==> src/rtl/ibex_ahb_pkg.sv <==
// Shared constants and types for the Ibex-to-AHB-Lite bridge.
// - HTRANS / HBURST / HSIZE encodings used on the AHB master port.
// - owner_e: which core port currently owns the AHB address phase.
// - be_to_hsize: maps a data-port byte-enable pattern to an AHB transfer size.
package ibex_ahb_pkg;

  localparam logic [1:0] HTRANS_IDLE   = 2'b00;
  localparam logic [1:0] HTRANS_NONSEQ = 2'b10;

  localparam logic [2:0] HBURST_SINGLE = 3'b000;

  localparam logic [2:0] HSIZE_BYTE = 3'b000;
  localparam logic [2:0] HSIZE_HALF = 3'b001;
  localparam logic [2:0] HSIZE_WORD = 3'b010;

  typedef enum logic [1:0] {
    OWN_NONE  = 2'd0,
    OWN_INSTR = 2'd1,
    OWN_DATA  = 2'd2
  } owner_e;

  // Aligned halfwords and single bytes get a narrow size; every other
  // pattern (including all-zero) is issued as a full word.
  function automatic logic [2:0] be_to_hsize(input logic [3:0] be);
    case (be)
      4'b0001, 4'b0010, 4'b0100, 4'b1000: return HSIZE_BYTE;
      4'b0011, 4'b1100:                   return HSIZE_HALF;
      default:                            return HSIZE_WORD;
    endcase
  endfunction

endpackage

==> src/rtl/ibex_ahb_arbiter.sv <==
// Fixed-priority arbiter with AHB stall lock.
// Ports:
//   clk, rst_n        clock, synchronous active-low reset
//   instr_req         instruction-port request
//   data_req          data-port request (wins over instr_req)
//   hready            AHB ready; while low the previous owner is held
//   sel               owner of the current address phase
module ibex_ahb_arbiter
  import ibex_ahb_pkg::*;
(
  input  logic   clk,
  input  logic   rst_n,
  input  logic   instr_req,
  input  logic   data_req,
  input  logic   hready,
  output owner_e sel
);

  owner_e owner_q;

  // A stalled address phase must stay exactly as it was, so arbitration is
  // frozen on the registered owner (even OWN_NONE) until HREADY returns.
  always_comb begin
    // NOTE: default assignment first so every path drives sel; no latch.
    sel = OWN_NONE;
    if (rst_n) begin
      if (!hready)        sel = owner_q;
      else if (data_req)  sel = OWN_DATA;
      else if (instr_req) sel = OWN_INSTR;
    end
  end

  always_ff @(posedge clk) begin
    // NOTE: non-blocking assignments for all clocked state.
    if (!rst_n) owner_q <= OWN_NONE;
    else        owner_q <= sel;
  end

endmodule

==> src/rtl/ibex_ahb_lite_bridge.sv <==
// Bridges Ibex instruction and data request ports onto one AHB-Lite master.
// Ports:
//   clk_i, rst_ni                      clock, synchronous active-low reset
//   instr_req_o, instr_addr_o          instruction fetch request (inputs)
//   data_req_o, data_we_o, data_be_o,
//   data_addr_o, data_wdata_o          data load/store request (inputs)
//   instr_rvalid_i, instr_rdata_i,
//   data_rvalid_i, data_rdata_i        reserved, ignored
//   instr_gnt_i, data_gnt_i            grants back to the core (outputs)
//   HTRANS, HSIZE_out, HADDR_out,
//   HBURST, HWRITE, HWDATA             AHB-Lite master outputs
//   HRDATA, HREADY                     AHB-Lite inputs (HRDATA unused)
module ibex_ahb_lite_bridge
  import ibex_ahb_pkg::*;
(
  input  logic        clk_i,
  input  logic        rst_ni,
  input  logic        instr_req_o,
  input  logic [31:0] instr_addr_o,
  input  logic        instr_rvalid_i,
  input  logic [31:0] instr_rdata_i,
  input  logic        data_req_o,
  input  logic        data_we_o,
  input  logic [3:0]  data_be_o,
  input  logic [31:0] data_addr_o,
  input  logic [31:0] data_wdata_o,
  input  logic        data_rvalid_i,
  input  logic [31:0] data_rdata_i,
  output logic        instr_gnt_i,
  output logic        data_gnt_i,
  output logic [1:0]  HTRANS,
  output logic [2:0]  HSIZE_out,
  output logic [31:0] HADDR_out,
  output logic [2:0]  HBURST,
  output logic        HWRITE,
  output logic [31:0] HWDATA,
  input  logic [31:0] HRDATA,
  input  logic        HREADY
);

  owner_e      sel;
  logic        addr_valid;
  logic        gnt;

  owner_e      dphase_owner_q;
  logic        dphase_write_q;
  logic [31:0] dphase_wdata_q;

  logic        unused_reserved;
  assign unused_reserved = ^{instr_rvalid_i, instr_rdata_i, data_rvalid_i,
                             data_rdata_i, HRDATA};

  ibex_ahb_arbiter u_arbiter (
    .clk       (clk_i),
    .rst_n     (rst_ni),
    .instr_req (instr_req_o),
    .data_req  (data_req_o),
    .hready    (HREADY),
    .sel       (sel)
  );

  // The held owner may have dropped its request during a stall; the address
  // phase is only live while the owner is actually requesting.
  assign addr_valid = rst_ni && ((sel == OWN_DATA  && data_req_o) ||
                                 (sel == OWN_INSTR && instr_req_o));

  assign instr_gnt_i = addr_valid && (sel == OWN_INSTR) && HREADY;
  assign data_gnt_i  = addr_valid && (sel == OWN_DATA)  && HREADY;
  assign gnt         = instr_gnt_i || data_gnt_i;

  // Address phase, combinational from the selected port.
  always_comb begin
    HTRANS    = HTRANS_IDLE;
    HADDR_out = '0;
    HWRITE    = 1'b0;
    HSIZE_out = HSIZE_WORD;
    if (addr_valid) begin
      HTRANS = HTRANS_NONSEQ;
      if (sel == OWN_DATA) begin
        HADDR_out = data_addr_o;
        HWRITE    = data_we_o;
        HSIZE_out = be_to_hsize(data_be_o);
      end else begin
        HADDR_out = instr_addr_o;
      end
    end
  end

  assign HBURST = HBURST_SINGLE;

  // Data-phase registers load only on a grant, and a grant needs HREADY, so
  // they naturally hold through wait states.
  always_ff @(posedge clk_i) begin
    // NOTE: every data-phase register is cleared in reset so HWDATA is 0 after it.
    if (!rst_ni) begin
      dphase_owner_q <= OWN_NONE;
      dphase_write_q <= 1'b0;
      dphase_wdata_q <= '0;
    end else if (gnt) begin
      dphase_owner_q <= sel;
      dphase_write_q <= HWRITE;
      dphase_wdata_q <= data_wdata_o;
    end
  end

  assign HWDATA = (rst_ni && dphase_owner_q == OWN_DATA && dphase_write_q)
                  ? dphase_wdata_q : '0;

endmodule

==> config.mk <==
export PLATFORM = sky130hd
export DESIGN_NAME = ibex_ahb_lite_bridge
export DESIGN_NICKNAME = d
export VERILOG_FILES = /design/src/rtl/ibex_ahb_pkg.sv /design/src/rtl/ibex_ahb_arbiter.sv /design/src/rtl/ibex_ahb_lite_bridge.sv
export SDC_FILE = /design/constraint.sdc
export NUM_CORES = 1
export LEC_CHECK = 0
export BUFFER_PORTS_ARGS = -buffer_cell sky130_fd_sc_hd__buf_2
export CAP_MARGIN = 20
export CORE_AREA = 2 2 109 111
export CTS_BUF_LIST = sky130_fd_sc_hd__clkbuf_8 sky130_fd_sc_hd__clkbuf_16
export DETAILED_ROUTE_END_ITERATION = 12
export DIE_AREA = 0 0 111 113
export PLACE_DENSITY = 0.61
export SETUP_SLACK_MARGIN = 0.05
export SYNTH_ARGS = -nofsm -noshare
export SYNTH_HDL_FRONTEND = slang
export SYNTH_SLANG_ARGS = --single-unit
==> constraint.sdc <==
create_clock -name clk_i -period 3.2 [get_ports clk_i]
set_clock_uncertainty 0.2 [all_clocks]
set_input_delay 0.96 -clock clk_i [delete_from_list [all_inputs] [get_ports clk_i]]
set_output_delay 0.96 -clock clk_i [all_outputs]
set_load 0.01 [all_outputs]
# Yosys cells after proc, flatten, opt, wreduce, memory -nomap -nowiden
# Cells that the tools add are included.
dict set report totals {
  regBits 37
  out_inout_bits 75
}
dict set report op_classes {
  eq_ne 9
  n_mux 13
  n_reduce_logical 13
}
# cell count
set op_table {}
lappend op_table {{32-bit 2-to-1 mux} 3}
lappend op_table {{2-bit 2-to-1 mux} 6}
lappend op_table {{1-bit logical AND} 9}
lappend op_table {{4-bit by 2-bit equality test with 1-bit output, second input constant} 2}
lappend op_table {{4-bit equality test, second input constant} 2}
lappend op_table {{2-bit equality test, second input constant} 2}
lappend op_table {{4-bit by 1-bit equality test with 1-bit output, second input constant} 1}
lappend op_table {{4-bit by 3-bit equality test with 1-bit output, second input constant} 1}
lappend op_table {{2-bit one-hot mux with 2 select lines} 1}
lappend op_table {{4-bit OR reduction} 1}
lappend op_table {{1-bit 2-to-1 mux} 3}
lappend op_table {{2-bit by 1-bit equality test with 1-bit output, second input constant} 1}
lappend op_table {{1-bit logical OR} 2}
lappend op_table {{2-bit OR reduction} 1}

# Logic depth before layout (Yosys ltp)
# Gate-level depths: netlist (run 1).
dict set report logic_depth {
  word_depth 11
  mapped_depth 6
}

# Modules after synthesis
# From an unflattened synthesis (run 1), not the netlist that was laid out.
dict set report unflattened {
  cells_unflattened 324
  area_unflattened_um2 2302.2
}
# module n_inst cells_each seq_area_each_um2 area_each_um2
set modules_own_cells {}
lappend modules_own_cells {ibex_ahb_lite_bridge 1 315 700.7 2215.9}
lappend modules_own_cells {ibex_ahb_arbiter 1 9 40.0 86.3}

# Worst setup path after synthesis (run 1)
# No wires, ideal clock.
dict set report synth_timing {
  kind {input to output}
  start {in rst_ni}
  end {out instr_gnt_i}
  t_arrival_ns 1.868
  path_stages 4
  setup_slack_ns 0.172
  path_cell_list {buf_2 > buf_4 > clkbuf_1 > nor3b_1}
}
dict set report synth_via {
  elab_chain_len 7
  word_cells_on_any_way 9
  classes_between {2 x eq/ne; 1 x mux; 6 x reduce/logical}
}
# item line
set synth_rtl {}
lappend synth_rtl {{start, declared} ibex_ahb_lite_bridge.sv:17} ;# input logic rst_ni,
lappend synth_rtl {{2-bit 2-to-1 mux} ibex_ahb_arbiter.sv:26} ;# if (rst_n) begin
lappend synth_rtl {{2-bit equality test or 2-bit by 1-bit equality test with 1-bit output (tied branches)} {ibex_ahb_lite_bridge.sv:64, ibex_ahb_lite_bridge.sv:65, ibex_ahb_lite_bridge.sv:67}}
lappend synth_rtl {{1-bit logical AND (on tied branches)} {ibex_ahb_lite_bridge.sv:64, ibex_ahb_lite_bridge.sv:65}}
lappend synth_rtl {{1-bit logical OR} ibex_ahb_lite_bridge.sv:64} ;# assign addr_valid = rst_ni && ((sel == OWN_DATA && data_req_o) ||
lappend synth_rtl {{1-bit logical AND} ibex_ahb_lite_bridge.sv:64}
lappend synth_rtl {{1-bit logical AND * (2 in series)} ibex_ahb_lite_bridge.sv:67} ;# assign instr_gnt_i = addr_valid && (sel == OWN_INSTR) && HREADY;
lappend synth_rtl {{end, declared} ibex_ahb_lite_bridge.sv:29} ;# output logic instr_gnt_i,
# Mark *: on every way between the ends. The rest lies on a longest branch, timed or not.

# Worst setup path after layout (run 1)
dict set report layout_timing {
  start {in HREADY}
  end {out HADDR_out[21]}
}
dict set report layout_via {
  elab_chain_len 7
  word_cells_on_any_way 10
  classes_between {2 x eq/ne; 4 x mux; 4 x reduce/logical}
}
# item line
set layout_rtl {}
lappend layout_rtl {{start, declared} ibex_ahb_lite_bridge.sv:38} ;# input logic HREADY
lappend layout_rtl {{2-bit 2-to-1 mux *} ibex_ahb_arbiter.sv:27} ;# if (!hready) sel = owner_q;
lappend layout_rtl {{2-bit 2-to-1 mux *} ibex_ahb_arbiter.sv:26}
lappend layout_rtl {{2-bit equality test or 2-bit by 1-bit equality test with 1-bit output (tied branches)} {ibex_ahb_lite_bridge.sv:64, ibex_ahb_lite_bridge.sv:79, ibex_ahb_lite_bridge.sv:65}}
lappend layout_rtl {{1-bit logical AND (on tied branches)} {ibex_ahb_lite_bridge.sv:64, ibex_ahb_lite_bridge.sv:65}}
lappend layout_rtl {{1-bit logical OR} ibex_ahb_lite_bridge.sv:64}
lappend layout_rtl {{1-bit logical AND} ibex_ahb_lite_bridge.sv:64}
lappend layout_rtl {{32-bit 2-to-1 mux *} ibex_ahb_lite_bridge.sv:77} ;# if (addr_valid) begin
lappend layout_rtl {{end, declared} ibex_ahb_lite_bridge.sv:33} ;# output logic [31:0] HADDR_out,
# Marked as above.

==> results of run 1 <==
-- layout make-up --
type                    instances  area, um2  share of cell area, %
well taps                     143      178.9                  3.926
clock buffers                   6      138.9                  3.048
multi-input cells             262       2081                  45.66
flip-flops and latches         37      740.7                  16.25
repair buffers                208       1410                  30.94
clock inverters                 1      3.754                0.08237
inverters                       1      3.754                0.08237
-- worst min-delay path: cells and delay by family (launching register included) --
kind / cells / cell delay, ns
AOI/OAI and AO/OA: 1 / 0.05
DFF: 1 / 0.30
and+or+nand+nor: 1 / 0.05
-- metrics by stage --
stage,cells,TNS [ns],setup WS [ns],hold WS [ns]
final,658,-0.4361,-0.06822,0.2472
after global routing,658,-2.293,-0.1167,0.2656
after CTS,658,-0.5795,-0.04266,0.2505
after detailed placement,640,-3.097,-0.1423,0.2419
after global placement,640,-2.665,-0.1334,0.2308
after floorplan,342,0,0.1721,0.2238
-- metal layers --
layer / routed length [um] / global-route usage (%)
met4: 153 / 4.500
met2: 4490 / 26.42
met3: 745 / 3.749
met1: 3952 / 16.64
met5: 0 / 0
-- synth_stat cells, types with 4 or more instances --
cell type and number:
nand3b_1 7, o21ai_0 41, buf_4 7, a22oi_2 26, a22oi_1 7, nor2_1 4, and2_1 32, buf_2 22
nand2_1 66, nor2b_1 5, o21ai_1 24, dfxtp_1 37, nand3b_2 6, buf_6 5, clkbuf_1 6, nand3b_4 20
-- how the worst max path moves through the flow --
stage               startpoint            end  slack (ns)  cells after the start
global placement        HREADY  HADDR_out[26]       -0.13                      6
finish                  HREADY  HADDR_out[21]       -0.07                      8
CTS                     HREADY  HADDR_out[26]       -0.04                      9
detailed placement      HREADY  HADDR_out[26]       -0.14                      6
floorplan               rst_ni    instr_gnt_i        0.17                      4
global route            HREADY  HADDR_out[11]       -0.12                      8
-- cells by family after synthesis --
logic type | count (synthesis)
xor+xnor | 1
flops | 37
simple gates | 150
compound gates | 106
other cells | 1
buf+inv | 43
-- power by group --
part	switching [mW]	internal (mW)	total [mW]
clock	0.172	0.302	0.474
combinational	0.195	0.210	0.405
sequential	0.0145	0.492	0.507
total	0.381	1.00	1.39
-- state kept, by name, summed over array words and instances (netlist names) --
signal and cells:
dphase_owner_q 2, dphase_wdata_q 32, dphase_write_q 1, u_arbiter.owner_q 2
-- what timing repair did --
| item | in CTS | in global routing |
|---|---|---|
| setup buffers | 5 | 0 |
| gates cloned | 6 | 1 |
| endpoints found under the setup margin | 34 | 36 |
| resized for setup | 45 | 35 |
| pin swaps | 23 | 22 |
==> metrics.yaml, run 1 <==
finish:
  fin_area_um2: 4557
  mostFrequentLayoutCell: "buf_2"
  layout-drive-gt1-share_pct: 58.06
  fill_cells: 1127
  utilization_pct: 40.43
  fin_nets: 719
  area_growth_pct: 56.85
  antenna_cells: 0
  final_cell_mix: "buf_2 (172), nand2_1 (66), dfxtp_1 (37)"
die:
  io_pins: 279
  fp.dieH_um: 113
  num_rows: 39
  core_um2: 11270
  die_x_um: 111
  die-area_um2: 12540
  initial_core_util_pct: 25.77
detailed_routing:
  initialDrtViolationCount: 169
  routedWlPerCell_um: 14.20
  drt-total-wl_mm: 9.341
  dr.pass1.iters: 4
  via_count: 2997
  viasPerCell: 4.555
  ant_nets: 0
  drc_errors: 0
global_routing:
  grt_max_degree: 49
  grt_first_pass_wirelength_mm: 15.10
  grt_use_total_pct: 14.49
  grt_pass1_vias: 3136
  antenna_found_initial: 0
  grt_overflow: 0
sta:
  setup_viol: 20
  period_needed_ns: 3.268
  layout_setup_ws_ns: -0.06822
  max_freq_mhz: 306.0
  hold_violations: 0
  finalCritPeriodShare_pct: 102.1
  drv_slew: 0
  rsz0062_at_grt: "yes"
clock_network:
  h-tree-depth: 2
  clk_pin_slew_ns: 0.05
  clkLatencyLatePin_ns: 0.28
  cts_buffers: 5
  clockRootBuffer: "clkbuf_16"
  cts_buffer_depth: 2
  clock_sinks: 37
  cts-hold-fix-buffers: 0
  cts_tree: "done"
setup_path:
  r2r-end: "u_arbiter.owner_q[1]$_SDFF_PN0_"
  crit_slowest_cell: "nor3b_4"
  reg2reg_slack_ns: 2.26
  worstPathArrival_ns: 2.11
  crit_family: "buffers and inverters"
  crit_path_frequent_cell: "buf_6"
  critPathLaunchType: "input port"
  required_ns: 2.04
  worstPathMaxFanout: 8
  critPathKind: "in -> out"
  worstSetupEndpointType: "primary output"
  crit_chain: "buf_8 > buf_6 > nor3b_4 > buf_6 > clkbuf_16 > o21ai_4 > a22oi_2 > buf_2"
  reg2reg_from: "u_arbiter.owner_q[1]$_SDFF_PN0_"
  path_buf_inv: 5
  slowest_delay_ns: 0.23
  ff2ff_path_depth: 2
yosys:
  ys_types: 35
  synth-compound-area-share_pct: 26.79
  syn_area_um2: 2905
  synth.area.mux_share_pct: 0
  synth_fa_ha_area_share_pct: 0
  yosysSeqAreaShare_pct: 25.50
  synthTopCellsByArea: "dfxtp_1 (25%), nand3b_4 (14%), a22oi_2 (11%)"
  synth_top_family_by_area: "simple AND/OR/NAND/NOR gates"
  async_flop_share_pct: 0
  yosys_register_bits: 37
  synth-simple-area-share_pct: 37.81
  synth.top_cell.area_share_pct: 25.50
  synth_edf_count: 0
  synth_flop_cell: "dfxtp_1"
  netlist.top_cell.by_area: "dfxtp_1"
  syn_inst: 338
  synth_xor_area_share_pct: 0.3015
  syn_area_per_cell_um2: 8.596
  yosysWarnings: 0
run_status:
  outcome: "complete, but fails checks"
  violations: "setup timing"
min_path:
  holdPathStages: 2
  whs_endpoint: "dphase_wdata_q[2]$_SDFFE_PN0P_"
  worstHoldStart: "dphase_wdata_q[2]$_SDFFE_PN0P_"
  hp-class: "reg -> reg"
placement:
  gp_congestion: 0.9361
  dp_hpwl_mm: 6.228
  dpl-instance-area_um2: 3953
  io_buffer_count: 175
power_and_ir_drop:
  power.total_mw: 1.386
  power.density_nw_per_um2: 304.2
  p_leak_nw: 2.170
  ir_drop_uv: 223.3
run:
  cap_violations: 0
(Power assumes the default switching activity.)
==> inputs of run 2 (changes only) <==
--- a/config.mk
+++ b/config.mk
@@ -7,11 +7,14 @@
 export LEC_CHECK = 0
 export BUFFER_PORTS_ARGS = -buffer_cell sky130_fd_sc_hd__buf_2
 export CAP_MARGIN = 20
-export CORE_AREA = 2 2 109 111
+export CELL_PAD_IN_SITES_DETAIL_PLACEMENT = 0
+export CELL_PAD_IN_SITES_GLOBAL_PLACEMENT = 1
+export CORE_AREA = 2 2 131 101
 export CTS_BUF_LIST = sky130_fd_sc_hd__clkbuf_8 sky130_fd_sc_hd__clkbuf_16
 export DETAILED_ROUTE_END_ITERATION = 12
-export DIE_AREA = 0 0 111 113
-export PLACE_DENSITY = 0.61
+export DIE_AREA = 0 0 133 103
+export PLACE_DENSITY = 0.8
+export RECOVER_POWER = 25
 export SETUP_SLACK_MARGIN = 0.05
 export SYNTH_ARGS = -nofsm -noshare
 export SYNTH_HDL_FRONTEND = slang
==> metrics.yaml, run 2 (same netlist as run 1, synthesis figures left out) <==
run_status:
  outcome: "complete, but fails checks"
  violations: "setup timing"
setup_path:
  reg2reg_slack_ns: 2.25
  worstPathMaxFanout: 8
  critPathLaunchType: "input port"
  worstPathArrival_ns: 2.08
  reg2reg_from: "u_arbiter.owner_q[1]$_SDFF_PN0_"
  ff2ff_path_depth: 2
  worstSetupEndpointType: "primary output"
  required_ns: 2.04
  r2r-end: "u_arbiter.owner_q[1]$_SDFF_PN0_"
  critPathKind: "in -> out"
finish:
  top_regs: "dphase_wdata_q (32), dphase_owner_q (2), u_arbiter.owner_q (2)"
  top_register: "dphase_wdata_q"
  multi_input_area_um2: 2007
  final_cell_mix: "buf_2 (172), nand2_1 (65), dfxtp_1 (37)"
  final_cells: 682
  final-seq-area_um2: 740.7
  fin_nets: 715
  area_growth_pct: 51.81
  fill_cells: 1305
  mostFrequentLayoutCell: "buf_2"
  antenna_cells: 0
  layout-drive-gt1-share_pct: 56.36
  largest_reg_flops: 32
min_path:
  worstHoldStart: "dphase_wdata_q[27]$_SDFFE_PN0P_"
  hp-class: "reg -> reg"
  holdPathStages: 2
  whs_endpoint: "dphase_wdata_q[27]$_SDFFE_PN0P_"
detailed_routing:
  ant_nets: 0
  dr.pass1.iters: 4
  viasPerCell: 4.434
  drc_errors: 0
  drt-total-wl_mm: 9.414
  initialDrtViolationCount: 66
  routedWlPerCell_um: 13.80
  via_count: 3024
sta:
  setup_viol: 26
  drv_slew: 0
  period_needed_ns: 3.245
  layout_setup_ws_ns: -0.04477
  rsz0062_at_grt: "yes"
  max-slew-margin-rel_pct: 28.96
  hold_violations: 0
  max_freq_mhz: 308.2
  finalCritPeriodShare_pct: 101.4
  tightest_slew_ns: 1.066
power_and_ir_drop:
  power.density_nw_per_um2: 308.8
  p_leak_nw: 2.080
  ir_drop_uv: 201.2
die:
  io_pins: 279
  die-area_um2: 13700
  fp.dieH_um: 103
  initial_core_util_pct: 23.12
  core_um2: 12570
  die_x_um: 133
  num_rows: 36
clock_network:
  h-tree-depth: 2
  clockRootBuffer: "clkbuf_16"
  clock_sinks: 37
  cts_buffer_depth: 2
  cts_tree: "done"
  clkLatencyLatePin_ns: 0.27
  clk_pin_slew_ns: 0.05
  cts_buffers: 5
global_routing:
  grt_overflow: 0
  antenna_found_initial: 0
  grt_pass1_vias: 2905
  use_met2_pct: 21.76
  grt_first_pass_wirelength_mm: 14.26
  grt_use_total_pct: 12.70
  grt_max_degree: 65
  grt_use_met1_pct: 16.30
  gr-usage-met3_pct: 2.950
  top_usage_layer: "met2"
run:
  cap_violations: 0
placement:
  gp_congestion: 0.7943
  dp_hpwl_mm: 6.200
  dp_cells: 665
  pre_cts_ws_ns: -0.1264
  io_buffer_count: 175
==> run 2: timing repair <==
item / CTS / global route
hold buffers: 0 / 0
setup buffers: 4 / 0
resized for setup: 30 / 26
endpoints found under the setup margin: 64 / 38
cloned: 4 / 2
pin swaps: 7 / 33
==> run 2: worst max-delay path by stage <==
stage                 from       endpoint  slack [ns]
CTS                 HREADY  HADDR_out[25]       -0.02
global placement    HREADY   HADDR_out[4]       -0.10
global route        HREADY   HADDR_out[0]       -0.10
finish              HREADY  HADDR_out[22]       -0.04
detailed placement  HREADY   HADDR_out[1]       -0.13
floorplan           rst_ni    instr_gnt_i        0.17
==> run 2: final cells by class <==
| class | instances | share of cell area [%] |
|---|---|---|
| clock buffers | 6 | 3.149 |
| clock inverters | 1 | 0.08511 |
| well taps | 171 | 4.851 |
| inverters | 1 | 0.08511 |
| multi-input cells | 262 | 45.50 |
| flip-flops and latches | 37 | 16.79 |
| repair buffers | 204 | 29.53 |
==> run 2: report_power, final <==
part,switching [mW],total (mW),internal [mW],leakage (nW)
registers,0.0146,0.507,0.492,0.305
logic,0.186,0.378,0.192,1.70
clock network,0.175,0.478,0.302,0.0741
==> run 2: metrics by stage <==
step                      power [mW]  util [%]  area, um2  setup TNS (ns)  hold slack, ns
after floorplan               0.7207         -       2920               0          0.2238
after global placement        0.8404     31.60       3971          -2.106          0.2325
after detailed placement      0.8529     31.60       3971          -2.874          0.2361
after CTS                      1.365     34.16       4293         -0.2809          0.2456
after global routing           1.440     35.10       4410          -2.560          0.2685
final                          1.362     35.10       4410         -0.5057          0.2407
==> run 2: metal layers <==
metal | wire [um] | vias to the layer above
li1 | - | 1506
met1 | 4163 | 1361
met2 | 4291 | 141
met3 | 796 | 16
met4 | 162 | 0
met5 | 0 | -
==> run 2: critical path, stage by stage <==
cell     delay (ns)
buf_6          0.09
buf_6          0.12
nor3b_4        0.23
buf_6          0.16
buf_12         0.13
o21ai_2        0.06
a22oi_2        0.17
buf_2          0.16
==> inputs of run 3 (changes only) <==
--- a/config.mk
+++ b/config.mk
@@ -5,7 +5,7 @@
 export SDC_FILE = /design/constraint.sdc
 export NUM_CORES = 1
 export LEC_CHECK = 0
-export BUFFER_PORTS_ARGS = -buffer_cell sky130_fd_sc_hd__buf_2
+export BUFFER_PORTS_ARGS = -buffer_cell sky130_fd_sc_hd__clkbuf_2
 export CAP_MARGIN = 20
 export CELL_PAD_IN_SITES_DETAIL_PLACEMENT = 0
 export CELL_PAD_IN_SITES_GLOBAL_PLACEMENT = 1
==> constraint.sdc (replaced) <==
create_clock -name clk_i -period 3.2 [get_ports clk_i]
set_clock_uncertainty 0.2 [all_clocks]
set_input_delay 0.96 -clock clk_i [delete_from_list [all_inputs] [get_ports clk_i]]
set_output_delay 0.96 -clock clk_i [all_outputs]
set_load 0.005 [all_outputs]
==> metrics.yaml, run 3 (same netlist as run 1, synthesis figures left out) <==
run_status:
  outcome: "complete, but fails checks"
  violations: "setup timing"
min_path:
  whs_endpoint: "dphase_wdata_q[3]$_SDFFE_PN0P_"
  hp-class: "reg -> reg"
  worstHoldStart: "dphase_wdata_q[3]$_SDFFE_PN0P_"
  holdPathStages: 2
detailed_routing:
  dr.pass1.iters: 4
  drt-total-wl_mm: 8.916
  viasPerCell: 4.395
  initialDrtViolationCount: 64
  routedWlPerCell_um: 13.13
  via_count: 2984
  ant_nets: 0
  drc_errors: 0
clock_network:
  cts_tree: "done"
  cts_buffer_depth: 2
  h-tree-depth: 2
  clk_pin_slew_ns: 0.05
  clock_sinks: 37
  clkLatencyLatePin_ns: 0.28
  clockRootBuffer: "clkbuf_16"
  cts_buffers: 5
die:
  io_pins: 279
  fp.dieH_um: 103
  die-area_um2: 13700
  num_rows: 36
  core_um2: 12570
  die_x_um: 133
  initial_core_util_pct: 23.12
placement:
  io_buffer_count: 175
  dp_cells: 663
  dp_hpwl_mm: 6.051
  gp_congestion: 0.7617
setup_path:
  worstSetupEndpointType: "primary output"
  worstPathArrival_ns: 2.07
  critPathKind: "in -> out"
  worstPathMaxFanout: 8
  ff2ff_path_depth: 2
  critPathLaunchType: "input port"
  reg2reg_slack_ns: 2.26
  r2r-end: "u_arbiter.owner_q[1]$_SDFF_PN0_"
  required_ns: 2.04
  reg2reg_from: "u_arbiter.owner_q[1]$_SDFF_PN0_"
finish:
  mostFrequentLayoutCell: "clkbuf_2"
  area_growth_pct: 52.97
  fin_nets: 711
  antenna_cells: 0
  layout-drive-gt1-share_pct: 58.66
  largest_reg_flops: 32
  top_regs: "dphase_wdata_q (32), dphase_owner_q (2), u_arbiter.owner_q (2)"
  top_register: "dphase_wdata_q"
  final_cells: 679
  final_cell_mix: "clkbuf_2 (148), nand2_1 (66), dfxtp_1 (37)"
run:
  cap_violations: 0
sta:
  layout_setup_ws_ns: -0.03083
  tightest_slew_ns: 0.5676
  setup_viol: 11
  max-slew-margin-rel_pct: 62.16
  tns_ns: -0.09308
  drv_slew: 0
  period_needed_ns: 3.231
  rsz0062_at_grt: "yes"
  hold_ws_ns: 0.2420
  max_freq_mhz: 309.5
  hold_violations: 0
  finalCritPeriodShare_pct: 101.0
global_routing:
  grt_max_degree: 65
  grt_pass1_vias: 2758
  grt_first_pass_wirelength_mm: 13.49
  antenna_found_initial: 0
  grt_overflow: 0
  grt_use_total_pct: 12.04
power_and_ir_drop:
  power.density_nw_per_um2: 336.8
  ir_drop_uv: 235.3
  power.total_mw: 1.497
  p_leak_nw: 2.068
[run 3: cell types whose count changed in the layout (fill, tap and decap cells not counted), sizes merged]
cell | before | now
clkbuf | 10 | 155
clkinv | 0 | 1
bufinv | 0 | 2
inv | 2 | 1
buf | 200 | 50
[run 3: cell type report]
class | instances | area, um2
Clock buffer | 5 | 125.1
Clock inverter | 3 | 65.06
Fill cell | 1301 | 8123
Inverter | 1 | 3.754
Multi-Input combinational cell | 262 | 2056
Sequential cell | 37 | 740.7
Tap cell | 171 | 214.0
Timing Repair Buffer | 200 | 1240
[run 3: worst max-delay path by stage]
| stage | slack (ns) | to | from |
|---|---|---|---|
| 2_1_floorplan | 0.25 | HTRANS[1] | HREADY |
| 3_3_place_gp | -0.07 | HADDR_out[4] | HREADY |
| 3_5_place_dp | -0.08 | HADDR_out[1] | HREADY |
| 4_1_cts | -0.03 | HADDR_out[31] | HREADY |
| 5_1_grt | -0.07 | HADDR_out[3] | HREADY |
| 6_report | -0.03 | HADDR_out[1] | HREADY |
[run 3: repair_timing]
action                                  4_1_cts  5_1_grt
gates resized for setup                      37       51
pin swaps                                     6       42
hold buffers                                  0        0
buffers inserted                              3        1
endpoints found under the setup margin       64       36
gates cloned                                  3        1
[run 3: metal layers]
layer | routed length, um | vias to the layer above | GRT usage, %
met5 | 0 | - | 0
met3 | 736 | 7 | 3.441
met1 | 4046 | 1353 | 15.47
met4 | 119 | 0 | 2.564
met2 | 4014 | 127 | 20.33
li1 | - | 1497 | -
[run 3: power by group]
part | internal (mW) | switching [mW] | total [mW]
combinational | 0.189 | 0.175 | 0.364
sequential | 0.492 | 0.0145 | 0.507
clock | 0.445 | 0.182 | 0.627
total | 1.13 | 0.371 | 1.50
[run 3: metrics by stage]
step                      area (um2)  util [%]  setup slack [ns]
after floorplan                 2920         -            0.2510
after global placement          3956     31.48          -0.06617
after detailed placement        3956     31.48          -0.08481
after CTS                       4307     34.27          -0.02971
after global routing            4444     35.36          -0.06772
final                           4444     35.36          -0.03083
[run 3: worst max-delay path: stages]
cell and delay [ns]:
buf_6 0.10, buf_6 0.12, nor3b_4 0.19, buf_6 0.18, clkbuf_16 0.19, o21ai_2 0.07
a22oi_1 0.12, buf_2 0.14
